--- src/rtl/sdr_ctrl_cmd.sv ---
`default_nettype none
// +----------------------------------------------------------------------------+
// | Module  : sdr_ctrl_cmd                                                     |
// | Brief   : SDRAM command sequencer for single-word APB reads/writes with    |
// |           auto-precharge; optional periodic auto-refresh under the         |
// |           SDR_AUTO_REFRESH_EN macro.                                       |
// | Revision: 1.0 - initial release                                            |
// +----------------------------------------------------------------------------+
module sdr_ctrl_cmd #(
    parameter int NUM_CLK_tRCD  = 2,
    parameter int NUM_CLK_CL    = 2,
    parameter int NUM_CLK_READ  = 2,
    parameter int NUM_CLK_WRITE = 2,
    parameter int NUM_CLK_tDAL  = 4,
    parameter int NUM_CLK_tRFC  = 7,
    parameter int NUM_CLK_REF   = 1560
) (
    input  logic        pclk,
    input  logic        preset,
    input  logic        init_done,
    input  logic        psel,
    input  logic        penable,
    input  logic        pwrite,
    input  logic [22:0] paddr,
    output logic        pready,
    output logic [3:0]  cState,
    output logic [3:0]  clkCNT,
    output logic        sdr_CSn,
    output logic        sdr_RASn,
    output logic        sdr_CASn,
    output logic        sdr_WEn,
    output logic [1:0]  sdr_BA,
    output logic [11:0] sdr_A
);

    localparam logic [3:0] c_idle   = 4'd0;
    localparam logic [3:0] c_ACTIVE = 4'd1;
    localparam logic [3:0] c_tRCD   = 4'd2;
    localparam logic [3:0] c_READA  = 4'd3;
    localparam logic [3:0] c_cl     = 4'd4;
    localparam logic [3:0] c_rdata  = 4'd5;
    localparam logic [3:0] c_WRITEA = 4'd6;
    localparam logic [3:0] c_wdata  = 4'd7;
    localparam logic [3:0] c_tDAL   = 4'd8;
    localparam logic [3:0] c_AR     = 4'd9;
    localparam logic [3:0] c_tRFC   = 4'd10;

    localparam logic [3:0] c_CMD_NOP  = 4'b0111;
    localparam logic [3:0] c_CMD_ACT  = 4'b0011;
    localparam logic [3:0] c_CMD_RDA  = 4'b0101;
    localparam logic [3:0] c_CMD_WRA  = 4'b0100;
    localparam logic [3:0] c_CMD_AREF = 4'b0001;

    function automatic logic [3:0] f_load(input int n);
        return 4'(n - 1);
    endfunction

    logic [3:0] r_state;
    logic [3:0] w_next_state;
    logic [3:0] r_cnt;
    logic [3:0] w_next_cnt;
    logic       r_wr;
    logic [1:0] r_ba;
    logic [8:0] r_col;
    logic       w_ref_req;
    logic       w_start;
    logic       w_cnt_done;
    logic [3:0] w_cmd;

    assign w_start    = psel & penable & init_done;
    assign w_cnt_done = (r_cnt == 4'd0);

    always_comb begin
        w_next_state = r_state;
        case (r_state)
            c_idle: begin
                if (init_done && w_ref_req) w_next_state = c_AR;
                else if (w_start)           w_next_state = c_ACTIVE;
            end
            c_ACTIVE: w_next_state = c_tRCD;
            c_tRCD:   if (w_cnt_done) w_next_state = r_wr ? c_WRITEA : c_READA;
            c_READA:  w_next_state = c_cl;
            c_cl:     if (w_cnt_done) w_next_state = c_rdata;
            c_rdata:  if (w_cnt_done) w_next_state = c_idle;
            c_WRITEA: w_next_state = c_wdata;
            c_wdata:  if (w_cnt_done) w_next_state = c_tDAL;
            c_tDAL:   if (w_cnt_done) w_next_state = c_idle;
            c_AR:     w_next_state = c_tRFC;
            // A request that lost arbitration to refresh goes straight to ACTIVE.
            c_tRFC:   if (w_cnt_done) w_next_state = (w_start && !w_ref_req) ? c_ACTIVE : c_idle;
            default:  w_next_state = c_idle;
        endcase
    end

    always_comb begin
        w_next_cnt = 4'd0;
        if (w_next_state != r_state) begin
            case (w_next_state)
                c_tRCD:  w_next_cnt = f_load(NUM_CLK_tRCD);
                c_cl:    w_next_cnt = f_load(NUM_CLK_CL);
                c_rdata: w_next_cnt = f_load(NUM_CLK_READ);
                c_wdata: w_next_cnt = f_load(NUM_CLK_WRITE);
                c_tDAL:  w_next_cnt = f_load(NUM_CLK_tDAL);
                c_tRFC:  w_next_cnt = f_load(NUM_CLK_tRFC);
                default: w_next_cnt = 4'd0;
            endcase
        end else if (!w_cnt_done) begin
            w_next_cnt = r_cnt - 4'd1;
        end
    end

    always_ff @(posedge pclk) begin
        if (preset) begin
            r_state <= c_idle;
            r_cnt   <= 4'd0;
            r_wr    <= 1'b0;
            r_ba    <= 2'd0;
            r_col   <= 9'd0;
        end else begin
            r_state <= w_next_state;
            r_cnt   <= w_next_cnt;
            if (r_state == c_ACTIVE) begin
                r_wr  <= pwrite;
                r_ba  <= paddr[22:21];
                r_col <= paddr[8:0];
            end
        end
    end

`ifdef SDR_AUTO_REFRESH_EN
    localparam int REF_W = (NUM_CLK_REF > 1) ? $clog2(NUM_CLK_REF) : 1;

    logic [REF_W-1:0] r_ref_cnt;
    logic             r_ref_req;

    always_ff @(posedge pclk) begin
        if (preset) begin
            r_ref_cnt <= '0;
            r_ref_req <= 1'b0;
        end else begin
            if (r_ref_cnt == REF_W'(NUM_CLK_REF - 1)) begin
                r_ref_cnt <= '0;
                r_ref_req <= 1'b1;
            end else begin
                r_ref_cnt <= r_ref_cnt + 1'b1;
            end
            // Clearing takes priority so a coincident wrap cannot queue a second refresh.
            if (r_state == c_idle && w_next_state == c_AR)
                r_ref_req <= 1'b0;
        end
    end

    assign w_ref_req = r_ref_req;
`else
    logic w_unused_ref;
    assign w_unused_ref = (NUM_CLK_REF > 0);
    assign w_ref_req    = 1'b0;
`endif

    always_comb begin
        w_cmd  = c_CMD_NOP;
        sdr_BA = 2'd0;
        sdr_A  = 12'd0;
        case (r_state)
            c_ACTIVE: begin
                w_cmd  = c_CMD_ACT;
                sdr_BA = paddr[22:21];
                sdr_A  = paddr[20:9];
            end
            c_READA: begin
                w_cmd  = c_CMD_RDA;
                sdr_BA = r_ba;
                sdr_A  = {3'b010, r_col};
            end
            c_WRITEA: begin
                w_cmd  = c_CMD_WRA;
                sdr_BA = r_ba;
                sdr_A  = {3'b010, r_col};
            end
            c_AR:    w_cmd = c_CMD_AREF;
            default: w_cmd = c_CMD_NOP;
        endcase
    end

    assign {sdr_CSn, sdr_RASn, sdr_CASn, sdr_WEn} = w_cmd;

    assign pready = ((r_state == c_rdata) || (r_state == c_tDAL)) && w_cnt_done;
    assign cState = r_state;
    assign clkCNT = r_cnt;

endmodule
`default_nettype wire
--- config.mk ---
export PLATFORM = sky130hd
export DESIGN_NAME = sdr_ctrl_cmd
export DESIGN_NICKNAME = d
export VERILOG_FILES = /design/src/rtl/sdr_ctrl_cmd.sv
export SDC_FILE = /design/constraint.sdc
export NUM_CORES = 1
export LEC_CHECK = 0
export CAP_MARGIN = 20
export CORE_ASPECT_RATIO = 0.8
export CORE_MARGIN = 8
export CORE_UTILIZATION = 40
export DETAILED_ROUTE_END_ITERATION = 6
export DONT_BUFFER_PORTS = 1
export SYNTH_ARGS = -nofsm -noshare
export SYNTH_HDL_FRONTEND = slang
export SYNTH_SLANG_ARGS = --single-unit
--- constraint.sdc ---
create_clock -name pclk -period 2.6 [get_ports pclk]
set_input_delay 0.26 -clock pclk [delete_from_list [all_inputs] [get_ports pclk]]
set_output_delay 0.26 -clock pclk [all_outputs]
set_load 0.01 [all_outputs]
==> flow_summary.toml, run 1 <==
[synth]
netlist_top_cells_area = "dfxtp_1 (32%), nand2_1 (11%), a21oi_1 (9.5%)"
avgSynthCellArea_um2 = 7.36
syn_inst = 171
yosys-mux-area-fraction_pct = 1.19
synth_edf_count = 0
synth-seq-cells = 20
synthFlopType = "dfxtp_1"
yosys.area.top_type_share_pct = 31.8
synth_top_family_by_area = "simple AND/OR/NAND/NOR gates"
synth_compound_area_share_pct = 29.8
yosys.area_share.simple_pct = 29.8
syn-cell-area_um2 = 1260
yosysSeqAreaShare_pct = 31.8
async_flop_share_pct = 0
synth.distinct_cells = 45
synth_xor_area_share_pct = 0.696
synth_warnings = 0
yosysTopAreaCell = "dfxtp_1"
syn_nets = 200
synth_adder_area_share_pct = 0

[pwr]
peakVddDrop_mv = 0.260
p_leak_nw = 0.488
cellPowerDensity_nw_per_um2 = 591

[global_routing]
grt_pass1_wl_mm = 5.65
antenna_found_initial = 0
grt_max_degree = 21
grt_pass1_vias = 1127
grt_usage_pct = 13.2
gr-total-overflow = 0

[clock_network]
htreeDepth = 1
numCtsBuffers = 3
clock-root-buffer = "clkbuf_8"
cts_hold_buf = 0
cts_tree = "built"
cts_num_sinks = 20
clk-insertion-delay-late_ns = 0.26
cts_repair_resize_count = 0
clk_pin_slew_ns = 0.07
cts_setup_buffers = 0
clockBufferDepth = 2

[layout]
final_area_um2 = 1340
final_nets = 195
final_util_pct = 44.1
drive_above_1_share_pct = 11.5
fillers = 332
diodes = 0
final_common_cell = "nand2_1"
mostFrequentLayoutCells = "nand2_1 (36), a21oi_1 (24), dfxtp_1 (20), nor2_1 (10), a22o_1 (9)"
areaGrowthSynthToFinish_pct = 6.56

[worst_hold_path]
min_path_type = "input port to flop"

[critical_path]
critPathMaxFanout = 10
cp-end-kind = "flop"
crit_type = "flop to flop"
required_ns = 2.75
cpPeakStageDelay_ns = 0.75
crit_arrival_ns = 2.29
crit_slowest_cell = "or4_1"
path_cells = "or4_1 > and3_4 > o21ai_4 > nand3_2 > mux2_4"
start_kind = "flop"

[timing]
hold_violations = 0
clock_skew_ns = 0.00361
fin_crit_sh_pct = 82.4
rsz0062_at_grt = "false"
fmax_mhz = 467
finalSetupTns_ns = 0
fin_crit_ns = 2.14
drv_slew = 0
setup_viol = 0
slew_headroom_pct = 62.8
worst_pin_slew_ns = 0.557

[placement]
io_buffers = 0
gp_congestion = 0.846
post_dp_cell_area_um2 = 1290
hpwlAfterDp_mm = 2.62

[floorplanning]
core-area_um2 = 3040
io-pin-count = 56
fp.dieW_um = 78.7
row_count = 18
start_util_pct = 41.4
fp.dieH_um = 66.2
dieArea_um2 = 5210

[route]
drc = 0
wl_per_cell_um = 16.9
vias = 1213
drt-total-wl_mm = 3.46
via_per_inst = 5.92
first_pass_iters = 4
ant_nets = 0
drtIter0Drc = 80

[job]
cap_violations = 0

[outcome]
status = "complete, no violations"
[metal layers]
| metal | vias to the layer above | wire length, um | GRT usage, % |
|---|---|---|---|
| met5 | - | 0 | 0 |
| met4 | 0 | 13 | 2.07 |
| met3 | 2 | 349 | 5.98 |
| met2 | 54 | 1660 | 21.2 |
| met1 | 567 | 1440 | 16.1 |
| li1 | 590 | - | - |
[worst paths after layout]
kind	slack, ns	start	end	cells after the start
max	0.46	clkCNT[0]$_SDFF_PP0_	clkCNT[1]$_SDFF_PP0_	5
min	0.07	preset	r_col[7]$_SDFFE_PP0P_	1
max reg2reg	0.46	clkCNT[0]$_SDFF_PP0_	clkCNT[1]$_SDFF_PP0_	5
min reg2reg	0.45	r_col[8]$_SDFFE_PP0P_	r_col[8]$_SDFFE_PP0P_	2
[cells by family after synthesis]
family          count (synthesis)
compound gates                 56
xor+xnor                        1
buf+inv                        18
flops                          20
mux                             1
other cells                     1
simple gates                   74
[Yosys cell counts, types with 2 or more instances]
cell      number
a211oi_1       3
a21oi_1       24
a22o_1         9
and2_1         2
buf_1          2
clkbuf_1      10
dfxtp_1       20
inv_1          3
nand2_1       36
nand3_1        3
nor2_1        10
nor2b_1        4
nor3_1         4
nor4b_1        2
o211ai_1       2
o21ai_0        5
o21bai_1       2
or3_1          2
or3b_2         2
[cell type report]
class	instances	area [um2]	area share, %
tap	40	50.0	3.73
multi-input combinational	133	783	58.4
inverter	3	11.3	0.840
sequential	20	400	29.9
clock buffer	4	55.1	4.10
timing repair buffer	5	41.3	3.08
[stage by stage]
step / total power, mW / hold WS [ns] / cells / worst slack, ns
6_report: 0.793 / 0.0652 / 205 / 0.458
5_1_grt: 0.846 / 0.0472 / 205 / 0.294
4_1_cts: 0.805 / 0.0538 / 205 / 0.452
3_5_place_dp: 0.568 / 0.335 / 201 / 0.467
3_3_place_gp: 0.557 / 0.333 / 200 / 0.427
2_1_floorplan: 0.534 / 0.396 / 171 / 0.674
[sequential cells by signal, summed over array words and instances (netlist names)]
register and flops:
cState 4, clkCNT 4, r_ba 2, r_col 9, r_wr 1
[worst max-delay path: cells and delay by family, from the launching register on]
family | cells | cell delay, ns
AOI/OAI and AO/OA | 1 | 0.17
DFF | 1 | 0.42
and+or+nand+nor | 3 | 1.14
muxes | 1 | 0.30
[power by group]
| part | internal, mW | leakage, nW | total [mW] | switching (mW) |
|---|---|---|---|---|
| sequential | 0.327 | 0.162 | 0.354 | 0.0267 |
| combinational | 0.0805 | 0.297 | 0.207 | 0.126 |
| clock | 0.135 | 0.0288 | 0.233 | 0.0979 |
No activity file was read; power rests on OpenSTA's default activity.
==> run 2, diff against run 1 <==
- clock period: 2.6 -> 2.1 ns (I/O delays scaled with it)
==> run 2 against run 1 <==
  * First-iteration DRC count down 34%
  * Sequential power grew 23%
  * Final cell count up 4.4%
  * Count of clock-buffer cells in the layout is the same
  * Global-route usage shrank 0.12 points
  * Wire length grew 1.3%
  * Critical path depth is 1 lower
  * Total power is 26% higher
  * Combinational power is 33% higher
  * Non-clock buffer count grew 9
  * Critical path type is now flop to output port
==> flow_summary.toml, run 2 (synthesized netlist as in run 1, its figures left out) <==
[timing]
drv_slew = 0
holdWs_ns = 0.0255
finalSetupTns_ns = 0
hold_violations = 0
fin_crit_ns = 2.02
fmax_mhz = 494
setup_viol = 0
rsz0062_at_grt = "false"
clock_skew_ns = 0.00169
fin_crit_sh_pct = 96.4

[critical_path]
critPathMaxFanout = 15
critPathTopFamily = "simple AND/OR/NAND/NOR gates"
required_ns = 1.89
r2r_slack_ns = 0.13
crit_arrival_ns = 1.81
path_cells = "nor2b_1 > nand2_1 > a21boi_0 > nor3_1"
crit_type = "flop to output port"
cpPeakStageDelay_ns = 0.59
worstPathBufferInverterCount = 0
start_kind = "flop"
cp-end-kind = "output port"
crit_slowest_cell = "dfxtp_1"

[layout]
diodes = 0
mostFrequentLayoutCells = "nand2_1 (36), a21oi_1 (24), dfxtp_1 (19), buf_4 (14), nor2_1 (10)"
drive_above_1_share_pct = 16.7
largest_reg_flops = 9
final_nets = 204
areaGrowthSynthToFinish_pct = 11.7
top_register = "r_col"
final_common_cell = "nand2_1"

[clock_network]
clk-insertion-delay-late_ns = 0.25
clock-root-buffer = "clkbuf_8"
cts_hold_buf = 0
clockBufferDepth = 2
cts_tree = "built"
clk_pin_slew_ns = 0.07
numCtsBuffers = 3
cts_num_sinks = 20
htreeDepth = 1

[route]
vias = 1205
wl_per_cell_um = 16.4
drtIter0Drc = 53
drt-total-wl_mm = 3.51
via_per_inst = 5.63
ant_nets = 0
drc = 0
first_pass_iters = 4

[global_routing]
grt_max_degree = 21
gr-total-overflow = 0
grt_pass1_vias = 1181
antenna_found_initial = 0
grt_pass1_wl_mm = 5.61
grt_usage_pct = 13.1

[floorplanning]
io-pin-count = 56
fp.dieW_um = 78.7
fp.dieH_um = 66.2
dieArea_um2 = 5210
row_count = 18
core-area_um2 = 3040
start_util_pct = 41.4

[pwr]
p_leak_nw = 0.535
peakVddDrop_mv = 0.442
power_frac_seq_pct = 43.6
swShare_pct = 31.3
p_clk_share_pct = 28.7
comb_power_share_pct = 27.6
switching_power_mw = 0.312
cellPowerDensity_nw_per_um2 = 709
cell_internal_pwr_mw = 0.685

[outcome]
status = "complete, no violations"

[placement]
hpwlAfterDp_mm = 2.73
gp_congestion = 0.889
io_buffers = 0

[job]
cap_violations = 0

[worst_hold_path]
min_path_type = "input port to flop"
run 2: area by class of cell:
type / instances / area, um2
sequential: 20 / 402
inverter: 3 / 11.3
tap: 40 / 50.0
clock buffer: 4 / 55.1
fill: 332 / 1630
multi-input combinational: 133 / 783
timing repair buffer: 14 / 105
run 2: path summary, 6_finish.rpt:
check                              from                    end  cells after the start
hold reg to reg   r_col[5]$_SDFFE_PP0P_  r_col[5]$_SDFFE_PP0P_                      2
setup reg to reg   clkCNT[0]$_SDFF_PP0_   clkCNT[1]$_SDFF_PP0_                      5
hold / removal                   preset   cState[1]$_SDFF_PP0_                      1
setup / recovery   cState[2]$_SDFF_PP0_                 pready                      4
run 2: stage by stage:
step	power, mW	area (um2)	worst slack (ns)	std cells	util [%]
4_1_cts	1.01	1410	0.0398	214	46.2
2_1_floorplan	0.661	1260	0.183	171	-
3_3_place_gp	0.708	1350	0.182	210	44.4
6_report	0.998	1410	0.0750	214	46.3
3_5_place_dp	0.718	1350	0.154	210	44.4
5_1_grt	1.06	1410	0.0212	214	46.3
run 2: timing repair:
item                       in CTS  in global routing
buffers inserted                0                  0
setup endpoints to repair       0                 12
gates resized for setup         0                  1
run 2: power groups by stage:
stage | clock, mW | combinational (mW) | sequential, mW
2_1_floorplan | 0 | 0.225 | 0.436
3_3_place_gp | 0 | 0.268 | 0.441
3_5_place_dp | 0 | 0.275 | 0.443
4_1_cts | 0.297 | 0.276 | 0.434
5_1_grt | 0.318 | 0.305 | 0.440
6_report | 0.287 | 0.276 | 0.435
run 2: worst reg2reg max path, stage by stage, from the launching register on:
cell and delay [ns]:
dfxtp_1 0.31, or4_1 0.70, and3_4 0.27, o21ai_4 0.17, nand3_2 0.11, mux2_4 0.30
run 2: metal layers:
| layer | share of wire [%] | GRT usage [%] | up-vias | wire, um |
|---|---|---|---|---|
| met5 | 0 | 0 | - | 0 |
| met4 | 0.23 | 2.53 | 0 | 8 |
| met3 | 7.8 | 5.30 | 2 | 274 |
| met2 | 50 | 21.1 | 36 | 1750 |
| met1 | 42 | 16.1 | 558 | 1470 |
| li1 | - | - | 609 | - |
